===== config.mk =====
export PLATFORM = sky130hd
export DESIGN_NAME = instr_fetch_unit
export DESIGN_NICKNAME = d
export VERILOG_FILES = /design/src/rtl/instr_fetch_unit.sv
export SDC_FILE = /design/constraint.sdc
export NUM_CORES = 1
export LEC_CHECK = 0
export ABC_AREA = 1
export ABC_CLOCK_PERIOD_IN_PS = 4300
export CAP_MARGIN = 15
export CORE_MARGIN = 5
export CORE_UTILIZATION = 40
export CTS_CLUSTER_SIZE = 30
export DETAILED_ROUTE_END_ITERATION = 16
export HOLD_SLACK_MARGIN = 0.15
export PLACE_DENSITY = 0.93
export SYNTH_ARGS = -nofsm -noshare
export SYNTH_HDL_FRONTEND = slang
export SYNTH_SLANG_ARGS = --single-unit

===== constraint.sdc =====
create_clock -name clk -period 4.3 [get_ports clk]
set_input_delay 0.86 -clock clk [delete_from_list [all_inputs] [get_ports clk]]
set_output_delay 0.86 -clock clk [all_outputs]
set_load 0.02 [all_outputs]

===== src/rtl/instr_fetch_unit.sv =====
// Fetch stage: one outstanding word read per PC, result presented to decode with valid/ready.
// A redirect or a reset while a read is outstanding marks that read's response for discard.
module instr_fetch_unit #(
  parameter int          ADDR_W    = 32,
  parameter logic [31:0] NOP_INSTR = 32'h0000_0013
) (
  input  logic              clk,
  input  logic              rst,
  input  logic [ADDR_W-1:0] pc_in,
  input  logic              redirect,
  output logic              pc_advance,
  output logic              imem_req_valid,
  input  logic              imem_req_ready,
  output logic [ADDR_W-1:0] imem_req_addr,
  input  logic              imem_rsp_valid,
  input  logic [31:0]       imem_rsp_data,
  output logic              id_valid,
  input  logic              id_ready,
  output logic [31:0]       id_instr,
  output logic [ADDR_W-1:0] id_pc,
  output logic              id_fault
);

  typedef enum logic [1:0] {S_IDLE, S_REQ, S_WAIT, S_HOLD} state_t;

  state_t state, state_nxt;
  logic   drop, drop_nxt;
  logic   load_pc, load_rsp, load_fault;
  logic   aligned;

  function automatic logic is_word_aligned(input logic [ADDR_W-1:0] addr);
    return addr[1:0] == 2'b00;
  endfunction

  assign aligned       = is_word_aligned(pc_in);
  assign imem_req_addr = {pc_in[ADDR_W-1:2], 2'b00};

  always_comb begin
    state_nxt      = state;
    drop_nxt       = drop;
    imem_req_valid = 1'b0;
    id_valid       = 1'b0;
    pc_advance     = 1'b0;
    load_pc        = 1'b0;
    load_rsp       = 1'b0;
    load_fault     = 1'b0;

    // A stray response for a dropped read may also land before we are back in WAIT.
    if (drop && imem_rsp_valid && state != S_WAIT) drop_nxt = 1'b0;

    case (state)
      S_IDLE: state_nxt = S_REQ;
      S_REQ: begin
        if (!redirect) begin
          if (!aligned) begin
            load_fault = 1'b1;
            state_nxt  = S_HOLD;
          end else begin
            imem_req_valid = 1'b1;
            if (imem_req_ready) begin
              load_pc   = 1'b1;
              state_nxt = S_WAIT;
            end
          end
        end
      end
      S_WAIT: begin
        if (imem_rsp_valid) begin
          if (redirect || drop) begin
            drop_nxt  = 1'b0;
            state_nxt = S_REQ;
          end else begin
            load_rsp  = 1'b1;
            state_nxt = S_HOLD;
          end
        end else if (redirect) begin
          drop_nxt = 1'b1;
        end
      end
      S_HOLD: begin
        if (redirect) begin
          state_nxt = S_REQ;
        end else begin
          id_valid = 1'b1;
          if (id_ready) begin
            pc_advance = 1'b1;
            state_nxt  = S_REQ;
          end
        end
      end
      default: state_nxt = S_IDLE;
    endcase
  end

  always_ff @(posedge clk) begin
    if (rst) begin
      state    <= S_IDLE;
      drop     <= (state == S_WAIT);
      id_instr <= '0;
      id_pc    <= '0;
      id_fault <= 1'b0;
    end else begin
      state <= state_nxt;
      drop  <= drop_nxt;
      if (load_pc) id_pc <= pc_in;
      if (load_fault) begin
        id_instr <= NOP_INSTR;
        id_pc    <= pc_in;
        id_fault <= 1'b1;
      end
      if (load_rsp) begin
        id_instr <= imem_rsp_data;
        id_fault <= 1'b0;
      end
    end
  end

endmodule


**After elaboration in Yosys (flattened, before gate mapping)**

Index checks and enable logic that the tools add are counted.

- Flip-flop bits (word level): 68
- Input port bits: 70
- Output and inout port bits: 100
- Logic and storage cells: 58

- Equal/unequal tests: 8
- Multiplexer cells: 36
- Reduce and logical (&&, ||, !) cells: 9

Operator list:

| kind | number |
|---|---|
| $mux W32 | 4 |
| $mux W1 | 24 |
| $mux W2 | 7 |
| $pmux W2 S4 | 1 |
| $ne A2 B2 Y1 const B | 3 |
| $ne A3 B3 Y1 const B | 2 |
| $eq A2 B2 Y1 const B | 2 |
| $logic_not A2 Y1 | 2 |
| $reduce_and A4 Y1 | 1 |
| $reduce_bool A2 Y1 | 2 |
| $eq A2 B1 Y1 const B | 1 |
| $logic_and A1 B1 Y1 | 2 |
| $reduce_or A2 Y1 | 1 |
| $logic_or A1 B1 Y1 | 1 |

**Depth between registers and ports, before layout**

- Depth after elaboration: 7
- Mapped depth: 11
- Mapped depth without buffers: 9

**Least setup slack after synthesis**

Ideal clock, no wire load.

- Kind: input to output
- From: input pc_in[0]
- To: output imem_req_valid
- Data arrival time: 1.531 ns
- Data required time: 3.440 ns
- Slack: 1.909 ns
- Stages: 3
- Buffers on the path: 0
- Path through: nor2_2 > inv_1 > nor3_1

- Longest elaborated chain between the ends: 4

RTL lines:

| item | line | text |
|---|---|---|
| start: declaration | 9 | `input logic [ADDR_W-1:0] pc_in,` |
| $logic_not A2 Y1 | 32 | `return addr[1:0] == 2'b00;` |
| $mux W1 | 55 | `if (!aligned) begin` |
| $mux W1 | 54 | `if (!redirect) begin` |
| $mux W1 | 51 | `case (state)` |
| end: declaration | 12 | `output logic imem_req_valid,` |

No other way between the ends.

**Worst setup path after layout**

Same ends and word-level chain as after synthesis.

==> run_results.csv <==
group,metric,value,unit
timing,finalClockSkew,11.4,ps
route,wl_per_cell,13.3,µm
synthesis,synth_top_family_by_area,"simple AND/OR/NAND/NOR gates",
cts,ctsResizeCount,0,
timing,worstMarginPinSlew,940,ps
route,drt_wl_total,7.96,mm
synthesis,syn_area,0.00285,mm²
cts,cts-root-buf,"clkbuf_8",
floorplanning,die_area,0.00890,mm²
setup_path,cp-start-kind,"input pin",
route,first_pass_iters,5,
route,via_count,2758,
finish,area_growth,58.0,%
setup_path,required,3440,ps
timing,final.period_utilization,0.756,
place,place_area,0.00430,mm²
timing,tns,0,ps
global_route,grt_max_degree,40,
finish,design_area,0.00450,mm²
synthesis,yosysWarningCount,0,
place,place_ws,1050,ps
setup_path,crit_path_end_kind,"primary output",
setup_path,critPathBufInv,3,
timing,max_freq,0.308,GHz
flow_run,maxCapViolCount,0,
pwr,p_sw_frac,0.342,
synthesis,yosysUniqueCellTypes,24,
synthesis,synth_mux_area_frac,0,
timing,post-route-min-period,3250,ps
cts,cts_setup_buffers,0,
cts,clk_path_buf_depth,2,
global_route,antenna_found_initial,0,
synthesis,synthAdderAreaFrac,0.0132,
cts,clock-sinks,68,
floorplanning,dieHeight,94.3,µm
setup_path,crit_path_frequent_cell,"clkdlybuf4s50_1",
cts,cts-buffers-inserted,9,
global_route,grt_overflow,0,
route,met1_length,3.01,mm
timing,setup_viol,0,
global_route,grtUsageTotal,0.174,
setup_path,reg2reg_from,"state[1]",
timing,rsz0062_at_grt,"false",
timing,setup_slack,1050,ps
cts,htree_num_levels,3,
pwr,leakagePower,1.66,nW
hold_path,hp-start,"id_instr[16]",
pwr,ir_drop,0.299,mV
finish,layout.nets,570,
cts,tritoncts,"yes",
setup_path,arrival,2390,ps
setup_path,crit_chain,"clkdlybuf4s50_1, nor2_2, inv_1, nor3_1, clkdlybuf4s50_1",
setup_path,slowest_delay,630,ps
pwr,clockPowerShare,0.246,
synthesis,synth_compound_area_frac,0.133,
synthesis,synth_top_cell_by_area,"dfxtp_1",
route,routed_via_density,4.61,
cts,clk_latency,330,ps
run_status,status,"complete, no violations",
finish,n_antenna_cell,0,
global_route,grt_pass1_wl,12.4,mm
cts,postCtsHoldBufs,0,
route,drc,0,
floorplanning,start_util,0.414,
setup_path,critPathTopFamily,"buffers and inverters",
route,top_layer,"met4",
synthesis,synth_xor_area_frac,0,
place,place_congestion,0.847,
pwr,p_int,1.37,mW
setup_path,critPathMaxFanout,4,
hold_path,hp-class,"flop to flop",
synthesis,syn_avg_cell_area,7.73,µm²
timing,hold_violations,0,
floorplanning,core-area,0.00687,mm²
synthesis,synth.area.top_cells,"dfxtp_1 (48%), nor2_1 (10%), buf_4 (8.4%)",
pwr,switchingPower,0.710,mW
route,met2_length,4.28,mm
floorplanning,chipWidth,94.3,µm
synthesis,synth-seq-cells,68,
place,io_buffer_count,167,
global_route,grt_pass1_vias,2657,
synthesis,yosys.area_share.simple,0.234,
finish,drive_above_1_share,0.0857,
pwr,p_seq_frac,0.382,
floorplanning,rows,30,
pwr,power_frac_comb,0.371,
pwr,totalPowerFinal,2.08,mW
route,wl_met3,592,µm
cts,clk_pin_slew_worst_paths,80,ps
route,first_iter_violations,73,
setup_path,crit_path_start,"pc_in[0]",
timing,slew_headroom,0.373,
floorplanning,io-pin-count,170,
synthesis,synth_top_area_frac,0.478,
synthesis,syn_inst,368,
setup_path,slowest_stage,"clkdlybuf4s50_1",
setup_path,worstSetupPathType,"input pin to primary output",
route,ant_nets,0,
timing,whs,464,ps
pwr,powerDensity,462,mW/mm²
timing,maxSlewViolCount,0,
synthesis,ys_seq_area_frac,0.478,
place,dpl.hpwl,6.11,mm
[registers in the layout, indices dropped and copies added, names as in the netlist]
signal and count:
id_fault 1, id_pc 32, drop 1, id_instr 32, state 2
[cells by family after synthesis]
kind of cell | after synthesis
and+or+nand+nor | 163
AOI/OAI and AO/OA | 68
DFF | 68
buffers and inverters | 65
adders and majority gates | 3
other | 1
[cells in the final DEF (no fill, tap or decap), types with 2 or more instances in the layout]
cell and count:
clkdlybuf4s50_1 167, ha_1 3, nand3_1 4, dfxtp_1 68
nand2_1 61, clkbuf_1 2, nor2_1 78, o21ai_0 35
nand2_2 11, a21oi_1 22, a21oi_2 10, nor2_2 3
nor3_1 3, clkbuf_8 10, conb_1 2, inv_2 2
inv_1 12, clkinv_2 2
[cell usage after synthesis]
cell and number:
a21oi_1 22, a21oi_2 10, and2_1 1, buf_12 1, buf_2 7, buf_4 32
buf_6 1, clkbuf_1 9, clkbuf_2 1, conb_1 1, dfxtp_1 68, ha_1 3
inv_1 12, inv_2 2, nand2_1 61, nand2_2 11, nand3_1 4, nand3_2 1
nor2_1 78, nor2_2 3, nor3_1 3, o21ai_0 35, o21ai_1 1, or2_2 1
[per-layer routing]
layer	vias to the layer above	global-route usage
li1	1385	-
met1	1252	0.186
met2	114	0.324
met3	7	0.0526
met4	0	0.0542
met5	-	0
[worst min-delay path, delay by kind of cell (launching register included)]
family / cells / cell delay (ps)
AO/OA/AOI/OAI: 1 / 50
flip-flops: 1 / 310
AND/OR/NAND/NOR: 1 / 60
[through the flow]
stage                     std cells  utilization
final                           598        0.655
after CTS                       598        0.655
after global routing            598        0.655
after global placement          582        0.626
after floorplan                 369            -
after detailed placement        582        0.626
[power groups by stage]
stage	registers (mW)	logic (mW)	clock network (mW)
2_1_floorplan	0.917	0.359	0
3_3_place_gp	0.801	0.760	0
3_5_place_dp	0.809	0.777	0
4_1_cts	0.795	0.779	0.531
5_1_grt	0.809	0.839	0.564
6_report	0.794	0.771	0.512
[final timing paths]
| path | to | cells after the start | slack (ps) |
|---|---|---|---|
| max reg2reg | id_pc[23] | 8 | 1930 |
| max | imem_req_valid | 5 | 1050 |
| min | id_instr[16] | 2 | 460 |
| min reg2reg | id_instr[16] | 2 | 460 |
[layout make-up]
class,count,area [µm²]
fillers,573,2370
repair buffers,168,1680
flip-flops and latches,68,1360
multi-input cells,236,1090
clock buffers,12,145
well taps,96,120
inverters,14,52.6
clock inverters,4,48.8
Note: power is estimated with default switching activity, not from simulation.
